File: src/rtl/data_cache_if.sv
`default_nettype none
//------------------------------------------------------------------------------
// data_cache_if / data_cache_mem_if : CPU-side and memory-side bundles
// Revision: 1.0
//------------------------------------------------------------------------------

interface data_cache_if;
  logic       READ;
  logic       WRITE;
  logic [7:0] ADDRESS;
  logic [7:0] WRITEDATA;
  logic [7:0] READDATA;
  logic       BUSYWAIT;

  modport master (output READ, WRITE, ADDRESS, WRITEDATA, input READDATA, BUSYWAIT);
  modport slave  (input READ, WRITE, ADDRESS, WRITEDATA, output READDATA, BUSYWAIT);
endinterface

interface data_cache_mem_if;
  logic        MEM_READ;
  logic        MEM_WRITE;
  logic [5:0]  MEM_ADDRESS;
  logic [31:0] MEM_WRITEDATA;
  logic [31:0] MEM_READDATA;
  logic        MEM_BUSYWAIT;

  modport master (output MEM_READ, MEM_WRITE, MEM_ADDRESS, MEM_WRITEDATA,
                  input MEM_READDATA, MEM_BUSYWAIT);
  modport slave  (input MEM_READ, MEM_WRITE, MEM_ADDRESS, MEM_WRITEDATA,
                  output MEM_READDATA, MEM_BUSYWAIT);
endinterface

`default_nettype wire

File: src/rtl/data_cache.sv
`default_nettype none
//------------------------------------------------------------------------------
// data_cache : 8 x 4-byte direct-mapped, write-back, write-allocate data cache
// Revision: 1.0
//------------------------------------------------------------------------------

module data_cache (
  input  wire logic        CLK,
  input  wire logic        RESET,
  data_cache_if.slave      cpu,
  data_cache_mem_if.master mem
);

  localparam logic [1:0] S_IDLE      = 2'd0;
  localparam logic [1:0] S_WRITEBACK = 2'd1;
  localparam logic [1:0] S_FETCH     = 2'd2;
  localparam logic [1:0] S_UPDATE    = 2'd3;

  logic [1:0]  state_q, state_d;
  logic        seen_busy_q, seen_busy_d;
  logic [31:0] fill_q, fill_d;

  logic [7:0]  valid_q;
  logic [7:0]  dirty_q;
  logic [2:0]  tag_q  [0:7];
  logic [31:0] data_q [0:7];

  logic [2:0]  w_tag;
  logic [2:0]  w_index;
  logic [1:0]  w_offset;
  logic        w_access;
  logic        w_hit;
  logic        w_mem_done;
  logic        w_write_hit;
  logic        w_update;

  assign w_tag       = cpu.ADDRESS[7:5];
  assign w_index     = cpu.ADDRESS[4:2];
  assign w_offset    = cpu.ADDRESS[1:0];
  assign w_access    = cpu.READ | cpu.WRITE;
  assign w_hit       = valid_q[w_index] & (tag_q[w_index] == w_tag);
  // Completion needs a busy phase first, so a stale low BUSYWAIT cannot finish a request.
  assign w_mem_done  = seen_busy_q & ~mem.MEM_BUSYWAIT;
  assign w_write_hit = (state_q == S_IDLE) & cpu.WRITE & w_hit;
  assign w_update    = (state_q == S_UPDATE);

  // State register
  always_ff @(posedge CLK) begin
    if (RESET) begin
      state_q     <= S_IDLE;
      seen_busy_q <= 1'b0;
    end else begin
      state_q     <= state_d;
      seen_busy_q <= seen_busy_d;
    end
    fill_q <= fill_d;
  end

  // Next-state logic
  always_comb begin
    state_d = state_q;
    case (state_q)
      S_IDLE: begin
        if (w_access && !w_hit) begin
          if (valid_q[w_index] && dirty_q[w_index]) state_d = S_WRITEBACK;
          else                                      state_d = S_FETCH;
        end
      end
      S_WRITEBACK: if (w_mem_done) state_d = S_FETCH;
      S_FETCH:     if (w_mem_done) state_d = S_UPDATE;
      S_UPDATE:    state_d = S_IDLE;
      default:     state_d = S_IDLE;
    endcase

    if (state_d != state_q)
      seen_busy_d = 1'b0;
    else
      seen_busy_d = seen_busy_q |
                    (mem.MEM_BUSYWAIT & ((state_q == S_WRITEBACK) | (state_q == S_FETCH)));

    fill_d = fill_q;
    if ((state_q == S_FETCH) && w_mem_done) fill_d = mem.MEM_READDATA;
  end

  // Status bits are the only entry state that must be reset.
  always_ff @(posedge CLK) begin
    if (RESET) begin
      valid_q <= '0;
      dirty_q <= '0;
    end else if (w_write_hit) begin
      dirty_q[w_index] <= 1'b1;
    end else if ((state_q == S_WRITEBACK) && w_mem_done) begin
      dirty_q[w_index] <= 1'b0;
    end else if (w_update) begin
      valid_q[w_index] <= 1'b1;
      dirty_q[w_index] <= 1'b0;
    end
  end

  always_ff @(posedge CLK) begin
    if (!RESET) begin
      if (w_write_hit) begin
        data_q[w_index][{w_offset, 3'b000} +: 8] <= cpu.WRITEDATA;
      end else if (w_update) begin
        data_q[w_index] <= fill_q;
        tag_q[w_index]  <= w_tag;
      end
    end
  end

  // Output logic
  always_comb begin
    mem.MEM_READ      = 1'b0;
    mem.MEM_WRITE     = 1'b0;
    mem.MEM_ADDRESS   = {w_tag, w_index};
    mem.MEM_WRITEDATA = data_q[w_index];
    case (state_q)
      S_WRITEBACK: begin
        mem.MEM_WRITE   = 1'b1;
        mem.MEM_ADDRESS = {tag_q[w_index], w_index};
      end
      S_FETCH:     mem.MEM_READ = 1'b1;
      default:     ;
    endcase

    cpu.BUSYWAIT = ~RESET & ((state_q != S_IDLE) | (w_access & ~w_hit));
    cpu.READDATA = valid_q[w_index] ? data_q[w_index][{w_offset, 3'b000} +: 8] : 8'h00;
  end

endmodule

`default_nettype wire

File: src/flat_wrapper.sv
// flat-port wrapper written by rule: the top's interface ports become plain ports
module data_cache_flat 
  (CLK, RESET, cpu_READ, cpu_WRITE, cpu_ADDRESS, cpu_WRITEDATA, cpu_READDATA, cpu_BUSYWAIT, mem_MEM_READ, mem_MEM_WRITE, mem_MEM_ADDRESS, mem_MEM_WRITEDATA, mem_MEM_READDATA, mem_MEM_BUSYWAIT);
  data_cache_if cpu_i ();
  data_cache_mem_if mem_i ();
  input  wire logic CLK;
  input  wire logic RESET;
  input wire logic [$bits(cpu_i.READ)-1:0] cpu_READ;
  input wire logic [$bits(cpu_i.WRITE)-1:0] cpu_WRITE;
  input wire logic [$bits(cpu_i.ADDRESS)-1:0] cpu_ADDRESS;
  input wire logic [$bits(cpu_i.WRITEDATA)-1:0] cpu_WRITEDATA;
  output wire logic [$bits(cpu_i.READDATA)-1:0] cpu_READDATA;
  output wire logic [$bits(cpu_i.BUSYWAIT)-1:0] cpu_BUSYWAIT;
  output wire logic [$bits(mem_i.MEM_READ)-1:0] mem_MEM_READ;
  output wire logic [$bits(mem_i.MEM_WRITE)-1:0] mem_MEM_WRITE;
  output wire logic [$bits(mem_i.MEM_ADDRESS)-1:0] mem_MEM_ADDRESS;
  output wire logic [$bits(mem_i.MEM_WRITEDATA)-1:0] mem_MEM_WRITEDATA;
  input wire logic [$bits(mem_i.MEM_READDATA)-1:0] mem_MEM_READDATA;
  input wire logic [$bits(mem_i.MEM_BUSYWAIT)-1:0] mem_MEM_BUSYWAIT;
  assign cpu_i.READ = cpu_READ;
  assign cpu_i.WRITE = cpu_WRITE;
  assign cpu_i.ADDRESS = cpu_ADDRESS;
  assign cpu_i.WRITEDATA = cpu_WRITEDATA;
  assign cpu_READDATA = cpu_i.READDATA;
  assign cpu_BUSYWAIT = cpu_i.BUSYWAIT;
  assign mem_MEM_READ = mem_i.MEM_READ;
  assign mem_MEM_WRITE = mem_i.MEM_WRITE;
  assign mem_MEM_ADDRESS = mem_i.MEM_ADDRESS;
  assign mem_MEM_WRITEDATA = mem_i.MEM_WRITEDATA;
  assign mem_i.MEM_READDATA = mem_MEM_READDATA;
  assign mem_i.MEM_BUSYWAIT = mem_MEM_BUSYWAIT;
  data_cache u_core (.CLK(CLK), .RESET(RESET), .cpu(cpu_i), .mem(mem_i));
endmodule
File: config.mk
export PLATFORM = sky130hd
export DESIGN_NAME = data_cache_flat
export DESIGN_NICKNAME = d
export VERILOG_FILES = /design/src/rtl/data_cache_if.sv /design/src/rtl/data_cache.sv /design/src/flat_wrapper.sv
export SDC_FILE = /design/constraint.sdc
export NUM_CORES = 1
export LEC_CHECK = 0
export BUFFER_PORTS_ARGS = -buffer_cell sky130_fd_sc_hd__buf_2
export CAP_MARGIN = 0
export CELL_PAD_IN_SITES_DETAIL_PLACEMENT = 2
export CELL_PAD_IN_SITES_GLOBAL_PLACEMENT = 2
export CORE_MARGIN = 5
export CORE_UTILIZATION = 44
export DETAILED_ROUTE_END_ITERATION = 6
export GPL_TIMING_DRIVEN = 0
export PLACE_DENSITY = 0.88
export SYNTH_ARGS = -nofsm -noshare
export SYNTH_HDL_FRONTEND = slang
export SYNTH_SLANG_ARGS = --single-unit
File: constraint.sdc
create_clock -name CLK -period 4.3 [get_ports CLK]
set_input_delay 0.645 -clock CLK [delete_from_list [all_inputs] [get_ports CLK]]
set_output_delay 0.645 -clock CLK [all_outputs]
set_load 0.02 [all_outputs]
==> reports/qor.yml <==
status: "finished with violations"
violations: "setup timing"
n_fill_cell: 2850
ioPinCount: 102
critPathArrivalTime_ps: 4470
routed_wl_um: 52000
post-place-ws_ps: -626
numCtsBuffers: 36
post-route-min-period_ps: 4340
grt_pass1_wl_um: 74100
drt-vias-per-instance: 6.59
antenna_found_initial: 2
htreeDepth: 2
syn_to_final_growth_pct: 16.3
vias: 9588
required_ps: 4430
endpoint_kind: "flip-flop"
synthAdderAreaFrac_pct: 0.988
layout_setup_ws_ps: -40.2
yosys_most_used_dff: "edfxtp_1"
drt_iter0_markers: 1326
drc: 0
synth_warnings: 0
drt-pass1-iter-count: 5
final_common_cell: "edfxtp_1"
clk_latency_ps: 530
path_clk_slew_ps: 60
wire_per_inst_um: 35.7
hold_viol: 0
dieArea_um2: 35300
first_global_vias: 10386
layout_common_cells: "edfxtp_1, buf_2, nand2_1"
synth_edf_count: 312
ys_types: 58
clockBufferDepth: 3
multiInputGateArea_um2: 3800
start_util_pct: 44.4
max_freq_ghz: 0.230
synth_xor_area_share_pct: 0.126
clock-sinks: 331
p_leak_nw: 5.43
path_max_fanout: 10
post-cts-setup-buffer-count: 0
overflow: 0
dp_hpwl_um: 36600
nets: 1091
die_h_um: 188
place.gp.congestion: 0.881
synthMuxAreaShare_pct: 10.8
async_reset_ff_share_pct: 0
synth_nets: 935
pwr_density_cell_nw_per_um2: 434
drive_gt1_share_pct: 27.4
core-area_um2: 31400
slew_violations: 0
ir_worst_vdd_mv: 0.344
ys_seq_elements: 331
total_power_w: 0.00704
rows: 65
cts_root_buf: "clkbuf_16"
synth_simple_gate_area_share_pct: 5.29
relSlewSlack_pct: 9.89
syn_area_um2: 13900
setup_viol: 22
fin_skew_ps: 18.9
timing.hold.ws_ps: 293
synth.avg_cell_area_um2: 16.0
place.port_buffers: 98
ant_nets: 0
rsz0062_at_grt: "true"
critPathKind: "in2reg"
grt_usage_pct: 29.1
synth_compound_area_share_pct: 9.83
max-cap-violations: 0
fin_crit_sh_pct: 101
min_path_type: "in2reg"
synth_top_family_by_area: "multiplexers"
start_kind: "input port"
grt_max_degree: 33
tightest_slew_ps: 1340
syn_inst: 871
dieWidth_um: 188
seq_area_frac_synth_pct: 70.0
cts_tree: "done"
regArea_um2: 9750
## final cells by class
| class | instances | share of cell area [%] |
|---|---|---|
| timing repair buffer | 118 | 3.96 |
| antenna | 1 | 0.0154 |
| multi-input combinational | 462 | 23.4 |
| inverter | 19 | 0.440 |
| sequential | 331 | 60.2 |
| buffer | 59 | 2.08 |
| clock inverter | 19 | 0.989 |
| clock buffer | 45 | 5.77 |
| tap | 402 | 3.11 |
## synthesized netlist by cell type, drive strengths merged, types with 2 or more instances
master	instances	area share (%)
nand2	71	1.9
dfxtp	19	2.7
o221ai	7	0.44
and3	3	0.13
clkbuf	23	0.63
nand2b	3	0.13
nor2b	11	0.55
a21oi	31	1.1
a221o	2	0.14
a211o	2	0.13
o21ba	3	0.22
o21ai	41	1.5
inv	19	0.51
a311oi	3	0.19
nor3	10	0.43
a22o	38	2.4
a22oi	18	0.97
o31ai	7	0.38
buf	36	1.8
nand4	8	0.36
o22a	3	0.19
xnor2	2	0.13
o2bb2ai	2	0.13
mux2	29	2.3
o211a	2	0.14
a211oi	3	0.16
a221oi	15	0.94
edfxtp	312	67
o21a	2	0.11
a21o	2	0.11
ha	11	0.99
nor2	43	1.2
and2	6	0.27
o22ai	5	0.22
mux2i	26	1.9
mux4	41	6.6
## where the power goes
group / switching [W] / leakage (nW) / internal [W]
registers: 0.00000419 / 2.82 / 0.00351
clock network: 0.00130 / 0.536 / 0.00167
logic: 0.000370 / 2.08 / 0.000172
## worst paths after layout
kind	cells after the start	end	start	slack, ps
hold reg to reg	2	u_core.valid_q[4]	u_core.valid_q[4]	470
setup reg to reg	8	u_core.data_q[4][20]	u_core.valid_q[0]	510
setup / recovery	8	u_core.data_q[4][20]	cpu_ADDRESS[3]	-40
hold / removal	1	u_core.fill_q[10]	mem_MEM_READDATA[10]	290
## critical path, stage by stage
cell and delay, ps:
buf_4 160, nor2_1 990, a22o_1 360, nor3_1 80, nor3_2 310, nand4b_1 460, clkbuf_1 390, o21ai_1 1040
## repair_timing
item | 4_1_cts | 5_1_grt
hold buffers | 0 | 0
setup endpoints to repair | 14 | 30
resized for setup | 2 | 9
## through the flow
stage / setup TNS [ps] / instances / area, µm² / util [%]
final: -568 / 1456 / 16200 / 51.6
after global routing: -39.4 / 1455 / 16200 / 51.6
after CTS: -11.3 / 1455 / 16200 / 51.5
after detailed placement: -34010 / 1391 / 15100 / 48.0
after global placement: -120390 / 1371 / 14900 / 47.5
after floorplan: 0 / 871 / 13900 / -
## registers in the layout, indices dropped and copies added (netlist names), named ones only
| name | flops |
|---|---|
| u_core.state_q | 2 |
| u_core.fill_q | 32 |
| u_core.seen_busy_q | 1 |
| u_core.valid_q | 8 |
| u_core.tag_q | 24 |
| u_core.data_q | 256 |
## kinds of logic (layout without fill, tap and decap cells)
logic type      Yosys count  after routing
fa+ha+maj                11             11
simple gates            161            161
compound gates          192            192
other cells               0              1
xor+xnor                  2              2
mux                      96             96
flops                   331            331
buf+inv                  78            260
## routing by layer
layer	routed length [µm]	share of wire (%)	GRT usage (%)
met3	4730	9.1	7.13
met2	24600	47	47.0
met5	12	0.023	0
met4	3210	6.2	15.4
met1	19400	37	36.4
(Power assumes the default switching activity.)
